<file path="src/rtl/raytrace_pkg.sv">
// raytrace_pkg
// Shared types and helpers for the ray-tracing front end. The dispatcher and
// the pixel collector both import this package so that they agree on the core
// count and its clamping rule.
//   dispatch_state_t : IDLE / ISSUE / DONE states of the pixel dispatcher
//   MAX_CORES        : number of ray-tracing cores in the array
//   CORE_W           : width of a core index
//   clamp_core_last  : maps no_of_extra_cores (0..7) to the last active core
//                      index (0..3), so that values 4..7 mean all four cores
package raytrace_pkg;

  localparam int MAX_CORES = 4;
  localparam int CORE_W    = 2;

  typedef enum logic [1:0] {
    IDLE  = 2'd0,
    ISSUE = 2'd1,
    DONE  = 2'd2
  } dispatch_state_t;

  // Returns core_num - 1, where core_num = min(extra, 3) + 1.
  function automatic logic [CORE_W-1:0] clamp_core_last(input logic [2:0] extra);
    if (extra > 3'd3) begin
      return 2'd3;
    end
    return extra[CORE_W-1:0];
  endfunction

endpackage

</file>
<file path="src/rtl/raster_counter.sv">
// raster_counter
// Raster-order x/y coordinate counter (x fastest). It wraps back to (0,0)
// after the last pixel of the frame, so the owner only needs to pulse clear at
// the start of a frame.
// Ports:
//   aclk, aresetn : clock, synchronous active-low reset
//   clear         : force the coordinates back to (0,0)
//   advance       : step to the next pixel in raster order
//   width_m1      : frame width minus one (last x value)
//   height_m1     : frame height minus one (last y value)
//   x, y          : current coordinates
//   last          : current coordinate is the final pixel of the frame
module raster_counter #(
  parameter int X_W = 10,
  parameter int Y_W = 10
) (
  input  logic           aclk,
  input  logic           aresetn,
  input  logic           clear,
  input  logic           advance,
  input  logic [X_W-1:0] width_m1,
  input  logic [Y_W-1:0] height_m1,
  output logic [X_W-1:0] x,
  output logic [Y_W-1:0] y,
  output logic           last
);

  logic line_end;
  logic frame_end;

  // Comparing against width-1 (rather than x+1 against width) keeps the
  // largest 2^X_W-wide frame free of overflow in the compare.
  assign line_end  = (x == width_m1);
  assign frame_end = (y == height_m1);
  assign last      = line_end && frame_end;

  always_ff @(posedge aclk) begin
    if (!aresetn) begin
      x <= '0;
      y <= '0;
    end else if (clear) begin
      x <= '0;
      y <= '0;
    end else if (advance) begin
      if (line_end) begin
        x <= '0;
        y <= frame_end ? '0 : y + 1'b1;
      end else begin
        x <= x + 1'b1;
      end
    end
  end

endmodule

</file>
<file path="src/rtl/pixel_dispatcher.sv">
// pixel_dispatcher
// Hands out pixel jobs in raster order to up to four ray-tracing cores, strictly
// round-robin (pixel n goes to core n mod core_num), so that the downstream
// collector can rebuild the output stream in order. A job sits on the shared
// job_x/job_y bus with exactly one job_valid_k high until that core's
// compute_ready_k accepts it.
// Optional feature macro: PIXEL_DISPATCH_ABORT_EN adds abort / aborted.
// Ports:
//   aclk, aresetn              : clock, synchronous active-low reset
//   start                      : begins a frame (only honoured in IDLE)
//   frame_width, frame_height  : frame size, sampled on an accepted start
//   no_of_extra_cores          : active cores minus one (4..7 clamp to 4 cores)
//   compute_ready_1..4         : core k can take a job
//   abort / aborted            : (macro only) stop the frame / frame was stopped
//   job_x, job_y               : coordinates of the pending job
//   job_valid_1..4             : pending job is addressed to core k
//   busy                       : frame in progress
//   frame_done                 : one-cycle pulse when the frame ends
module pixel_dispatcher
  import raytrace_pkg::*;
#(
  parameter int X_W = 10,
  parameter int Y_W = 10
) (
  input  logic           aclk,
  input  logic           aresetn,
  input  logic           start,
  input  logic [X_W-1:0] frame_width,
  input  logic [Y_W-1:0] frame_height,
  input  logic [2:0]     no_of_extra_cores,
  input  logic           compute_ready_1,
  input  logic           compute_ready_2,
  input  logic           compute_ready_3,
  input  logic           compute_ready_4,
`ifdef PIXEL_DISPATCH_ABORT_EN
  input  logic           abort,
  output logic           aborted,
`endif
  output logic [X_W-1:0] job_x,
  output logic [Y_W-1:0] job_y,
  output logic           job_valid_1,
  output logic           job_valid_2,
  output logic           job_valid_3,
  output logic           job_valid_4,
  output logic           busy,
  output logic           frame_done
);

  dispatch_state_t       state, state_next;
  logic [MAX_CORES-1:0]  valid, valid_next;
  logic [MAX_CORES-1:0]  ready;
  logic [CORE_W-1:0]     core_idx, core_next;
  logic [CORE_W-1:0]     core_last;
  logic [X_W-1:0]        width_m1;
  logic [Y_W-1:0]        height_m1;
  logic                  busy_reg, busy_next;
  logic                  done_reg, done_next;
  logic                  load_cfg;
  logic                  accept;
  logic                  advance;
  logic                  last;
  logic                  frame_empty;
`ifdef PIXEL_DISPATCH_ABORT_EN
  logic                  aborted_reg, aborted_next;
`endif

  function automatic logic [MAX_CORES-1:0] core_onehot(input logic [CORE_W-1:0] idx);
    return {{(MAX_CORES-1){1'b0}}, 1'b1} << idx;
  endfunction

  assign ready       = {compute_ready_4, compute_ready_3, compute_ready_2, compute_ready_1};
  // Only the addressed core's ready matters, since valid is one-hot.
  assign accept      = |(valid & ready);
  assign frame_empty = (frame_width == '0) || (frame_height == '0);

  raster_counter #(
    .X_W (X_W),
    .Y_W (Y_W)
  ) u_raster (
    .aclk      (aclk),
    .aresetn   (aresetn),
    .clear     (load_cfg),
    .advance   (advance),
    .width_m1  (width_m1),
    .height_m1 (height_m1),
    .x         (job_x),
    .y         (job_y),
    .last      (last)
  );

  // Next-state and next-output logic. Every output is a flop, so this block
  // computes the value each output takes in the following cycle.
  always_comb begin
    state_next = state;
    valid_next = valid;
    core_next  = core_idx;
    busy_next  = busy_reg;
    done_next  = 1'b0;
    load_cfg   = 1'b0;
    advance    = 1'b0;
`ifdef PIXEL_DISPATCH_ABORT_EN
    aborted_next = 1'b0;
`endif
    case (state)
      IDLE: begin
        if (start) begin
          load_cfg  = 1'b1;
          core_next = '0;
          if (frame_empty) begin
            state_next = DONE;
            done_next  = 1'b1;
          end else begin
            state_next = ISSUE;
            valid_next = core_onehot('0);
            busy_next  = 1'b1;
          end
        end
      end
      ISSUE: begin
        advance = accept;
        if (accept) begin
          if (last) begin
            state_next = DONE;
            valid_next = '0;
            busy_next  = 1'b0;
            done_next  = 1'b1;
          end else begin
            core_next  = (core_idx == core_last) ? '0 : core_idx + 1'b1;
            valid_next = core_onehot(core_next);
          end
        end
`ifdef PIXEL_DISPATCH_ABORT_EN
        // An accept in the same cycle has already advanced the counter above;
        // abort only stops further issue.
        if (abort) begin
          state_next   = DONE;
          valid_next   = '0;
          busy_next    = 1'b0;
          done_next    = 1'b1;
          aborted_next = 1'b1;
        end
`endif
      end
      DONE: begin
        state_next = IDLE;
      end
      default: begin
        state_next = IDLE;
        valid_next = '0;
        busy_next  = 1'b0;
      end
    endcase
  end

  // State, output and latched-configuration registers.
  always_ff @(posedge aclk) begin
    if (!aresetn) begin
      state     <= IDLE;
      valid     <= '0;
      core_idx  <= '0;
      busy_reg  <= 1'b0;
      done_reg  <= 1'b0;
      width_m1  <= '0;
      height_m1 <= '0;
      core_last <= '0;
`ifdef PIXEL_DISPATCH_ABORT_EN
      aborted_reg <= 1'b0;
`endif
    end else begin
      state    <= state_next;
      valid    <= valid_next;
      core_idx <= core_next;
      busy_reg <= busy_next;
      done_reg <= done_next;
`ifdef PIXEL_DISPATCH_ABORT_EN
      aborted_reg <= aborted_next;
`endif
      if (load_cfg) begin
        width_m1  <= frame_width - 1'b1;
        height_m1 <= frame_height - 1'b1;
        core_last <= clamp_core_last(no_of_extra_cores);
      end
    end
  end

  assign job_valid_1 = valid[0];
  assign job_valid_2 = valid[1];
  assign job_valid_3 = valid[2];
  assign job_valid_4 = valid[3];
  assign busy        = busy_reg;
  assign frame_done  = done_reg;
`ifdef PIXEL_DISPATCH_ABORT_EN
  assign aborted     = aborted_reg;
`endif

endmodule

</file>
<file path="config.mk">
export PLATFORM = sky130hd
export DESIGN_NAME = pixel_dispatcher
export DESIGN_NICKNAME = d
export VERILOG_FILES = /design/src/rtl/raytrace_pkg.sv /design/src/rtl/raster_counter.sv /design/src/rtl/pixel_dispatcher.sv
export SDC_FILE = /design/constraint.sdc
export NUM_CORES = 1
export LEC_CHECK = 0
export BUFFER_PORTS_ARGS = -buffer_cell sky130_fd_sc_hd__buf_2
export CORE_MARGIN = 4
export CORE_UTILIZATION = 55
export CTS_CLUSTER_SIZE = 24
export DETAILED_ROUTE_END_ITERATION = 10
export GPL_ROUTABILITY_DRIVEN = 0
export HOLD_SLACK_MARGIN = 0.15
export PLACE_DENSITY = 0.78
export SLEW_MARGIN = 20
export SYNTH_ARGS = -nofsm -noshare
export SYNTH_HDL_FRONTEND = slang
export SYNTH_SLANG_ARGS = --single-unit
</file>
<file path="constraint.sdc">
create_clock -name aclk -period 5.7 [get_ports aclk]
set_clock_uncertainty 0.2 [all_clocks]
set_input_delay 0.855 -clock aclk [delete_from_list [all_inputs] [get_ports aclk]]
set_output_delay 0.855 -clock aclk [all_outputs]
set_load 0.1 [all_outputs]
</file>
==> Implementation_results.wiki <==
{| class="wikitable"
! Metric !! Value
|-
| Status || completed
|-
| CORE AREA || 4820 um2
|-
| Endpoint of the lowest-slack register-to-register path || u_raster.y[0]
|-
| Detailed-router iteration count before antenna repair || 4
|-
| Slew Limit Fails || 0
|-
| Residual DRC count || 0
|-
| Sum of buffers and inverters on the critical path || 2
|-
| Antenna-violating nets left || 0
|-
| # resized after CTS || 0
|-
| Class of the tightest hold or removal check || flop to flop
|-
| Static leakage power || 1.29 nW
|-
| Worst IR Drop VDD || 0.140 mV
|-
| Clock edge transition at the registers on the reported setup and hold paths || 0.10 ns
|-
| Total of buffers placed on input and output ports || 55
|-
| Post-synth ARST share || 0%
|-
| TritonCTS Buffers || 5
|-
| Synthesized Nets || 358
|-
| GR Util All Layers || 21.8%
|-
| Hold Crit Endpoint || valid[3]
|-
| Number of enable-type register cells in the synthesized netlist || 0
|-
| Fraction of final layout cells with drive strength greater than 1 || 20.7%
|-
| Average vias per placed instance || 5.70
|-
| Total via count in the routed design || 2,529
|-
| Horizontal die dimension || 79.1 um
|-
| Flop and latch count out of synthesis || 52
|-
| Yosys synthesis warning count || 0
|-
| Area Growth Syn to Fin || 16.0%
|-
| Post-DR wirelength/cell || 14.4 um
|-
| First-pass GRT wire length || 10,900 um
|-
| Post-CTS Setup Bufs || 0
|-
| Via count of the first global-routing pass || 2,397
|-
| Aggregate global routing overflow || 0
|-
| Post-Layout Cell Count || 444
|-
| Data arrival time of the worst path || 2.69 ns
|-
| Pwr Density || 239 nW/um2
|-
| Count of distinct cell types in the synthesized netlist || 43
|-
| Clock latency on the worst-skew pair || 0.31 ns
|-
| Htree depth || 2
|-
| Register-to-Register Setup Slack || 3.31 ns
|-
| FF-to-FF path depth || 5
|-
| Multi-input combinational cell area || 1660 um2
|-
| Cell Rows || 25
|-
| Critical Path Start || frame_height[0]
|-
| Worst reg2reg path startpoint || u_raster.x[2]
|-
| Cells along the critical path || buf_2 -> inv_1 -> ha_1 -> or4b_2 -> nor3_1 -> nor2_1 -> o32a_1 -> nor3_1
|-
| Sequential element share of the synthesized area || 37.4%
|-
| Dpl cells || 436
|-
| Hold_sp || valid[3]
|-
| Master cell of the clock root buffer || clkbuf_8
|-
| RSZ-0062 raised after global routing || no
|-
| Endpoints failing setup || 0
|-
| Pin count of the biggest net entering global routing || 41
|-
| Cell occurring most often along the worst timing path || nor3_1
|-
| Synthesized netlist cell count || 322
|-
| Kind of launch point of the worst setup path || input pin
|-
| Clock period minus final worst setup slack || 2.66 ns
|-
| Highest clock rate || 376 MHz
|-
| Die area || 6260 um2
|-
| Slowest-stage cell, CP || or4b_2
|-
| Category of the worst setup path capture point || flop
|-
| Number of antenna violations at the first check in global routing || 0
|-
| Net count, final || 412
|-
| Crit-path max cell delay || 0.57 ns
|-
| Estimated wirelength of the detail-placed design || 4810 um
|-
| CTS hold repair buffers || 0
|-
| Die Y-Extent || 79.1 um
|-
| Final clock period utilization by the worst path || 46.6%
|-
| Required arrival time at the worst endpoint || 5.73 ns
|-
| Final Hold Vio Count || 0
|-
| Setup Total Neg Slack || 0 ns
|-
| Routed WL || 6410 um
|-
| Syn Area/Cell || 8.63 um2
|-
| Starting Density || 57.7%
|-
| Cell class contributing the biggest share of worst-path delay || simple AND/OR/NAND/NOR gates
|-
| Worst setup path class || input pin to flop
|-
| Clock tree from TritonCTS || built
|-
| Post-Syn Area || 2780 um2
|-
| Number of diodes added for antenna fixing || 0
|-
| Instance count along the most critical hold path || 2
|-
| Count of pins on the block boundary || 56
|-
| Worst-margin pin slew || 0.736 ns
|-
| Max_cap viols || 0
|-
| Rel. slew slack || 50.9%
|-
| Number of fill cells || 426
|-
| Primary flip-flop cell chosen by synthesis mapping || dfxtp_1
|-
| Critical Path Fanout Max || 4
|-
| Clock net sink count || 52
|-
| FF/Latch Area || 1040 um2
|-
| Count of routing violations after the opening detailed-route iteration || 188
|-
| Maximum buffer depth of the clock tree || 2
|}
-- cells by family (layout without fill, tap and decap cells) --
| kind of cell | count (synthesis) | after routing | share of synthesized area, % |
|---|---|---|---|
| simple gates | 118 | 118 | 22.5 |
| compound gates | 82 | 82 | 20.9 |
| flops | 52 | 52 | 37.4 |
| xor+xnor | 43 | 43 | 13.5 |
| buf+inv | 21 | 76 | 2.88 |
| fa+ha+maj | 6 | 6 | 2.70 |
-- cells in the final DEF, fill, tap and decap left out, types with 6 or more instances in the layout --
cell | netlist | layout
ha_1 | 6 | 6
nand3_1 | 9 | 9
o31ai_1 | 6 | 6
inv_1 | 12 | 12
a211oi_1 | 21 | 21
a21oi_1 | 15 | 15
xnor2_1 | 17 | 17
dfxtp_1 | 52 | 52
or4_1 | 6 | 6
nor2_1 | 38 | 37
or3_1 | 8 | 8
o21ai_0 | 15 | 15
xor2_1 | 26 | 26
nand2_1 | 23 | 23
buf_2 | 1 | 55
nor3_1 | 10 | 10
-- stage by stage --
stage	instance area [um2]	hold WS (ns)	power, mW	setup WS, ns	util [%]
detailed placement	3110	0.292	0.523	2.72	64.6
global placement	3110	0.283	0.519	2.80	64.6
finish	3230	0.301	0.771	3.04	67.0
floorplan	2780	0.287	0.487	2.97	-
global route	3230	0.337	0.807	2.86	67.0
CTS	3230	0.305	0.777	3.05	67.0
-- cell usage after synthesis (2+ instances only) --
| cell type | instances | share of area, % |
|---|---|---|
| a2111oi_2 | 2 | 1.1 |
| a211oi_1 | 21 | 5.7 |
| a21oi_1 | 15 | 2.7 |
| a22o_1 | 2 | 0.63 |
| a22oi_1 | 2 | 0.54 |
| a311oi_1 | 2 | 0.63 |
| a31oi_1 | 3 | 0.68 |
| and3_1 | 2 | 0.45 |
| clkbuf_1 | 8 | 1.1 |
| dfxtp_1 | 52 | 37 |
| ha_1 | 6 | 2.7 |
| inv_1 | 12 | 1.6 |
| nand2_1 | 23 | 3.1 |
| nand2b_1 | 3 | 0.68 |
| nand3_1 | 9 | 1.6 |
| nand4_1 | 5 | 1.1 |
| nor2_1 | 38 | 5.1 |
| nor3_1 | 10 | 1.8 |
| nor4_1 | 4 | 0.90 |
| nor4_4 | 2 | 1.5 |
| o21ai_0 | 15 | 2.7 |
| o21bai_1 | 2 | 0.54 |
| o22ai_1 | 3 | 0.68 |
| o2bb2ai_1 | 2 | 0.63 |
| o31ai_1 | 6 | 1.6 |
| or2_2 | 2 | 0.45 |
| or3_1 | 8 | 1.8 |
| or4_1 | 6 | 1.6 |
| or4b_2 | 2 | 0.72 |
| xnor2_1 | 17 | 5.4 |
| xor2_1 | 26 | 8.2 |
-- metal layers --
metal	track usage, %	wire length (um)	up-vias
li1	-	-	1285
met1	27.9	2870	1164
met2	35.9	3030	71
met3	4.88	383	9
met4	8.42	120	0
met5	0	0	-
-- worst reg2reg max path, cell delays in order, from the launching register on --
cell      delay, ns
dfxtp_1        0.47
xor2_1         0.16
nor4_4         0.42
nand4_4        0.29
o21bai_1       0.62
nor2_1         0.11
-- area by class of cell --
cell class                      count  share of cell area, %
Clock inverter                      3                   1.32
Clock buffer                        5                   2.13
Sequential cell                    52                   32.3
Tap cell                           67                   2.60
Timing Repair Buffer               56                   8.77
Inverter                           12                   1.40
Multi-Input combinational cell    249                   51.5
-- report_power, final --
group          leakage, nW  total [mW]  switching (mW)  internal [mW]
combinational        0.814       0.122          0.0777         0.0446
sequential           0.425       0.392          0.0132          0.379
clock               0.0541       0.256           0.126          0.130
total                 1.29       0.771           0.217          0.554
-- how the worst max path moves through the flow --
stage	endpoint	slack (ns)	cells past startpoint
6_report	state[1]	3.04	8
5_1_grt	valid[0]	2.86	8
4_1_cts	state[1]	3.05	8
3_5_place_dp	state[1]	2.72	8
3_3_place_gp	valid[0]	2.80	8
2_1_floorplan	u_raster.y[8]	2.97	5
(Power assumes the default switching activity.)
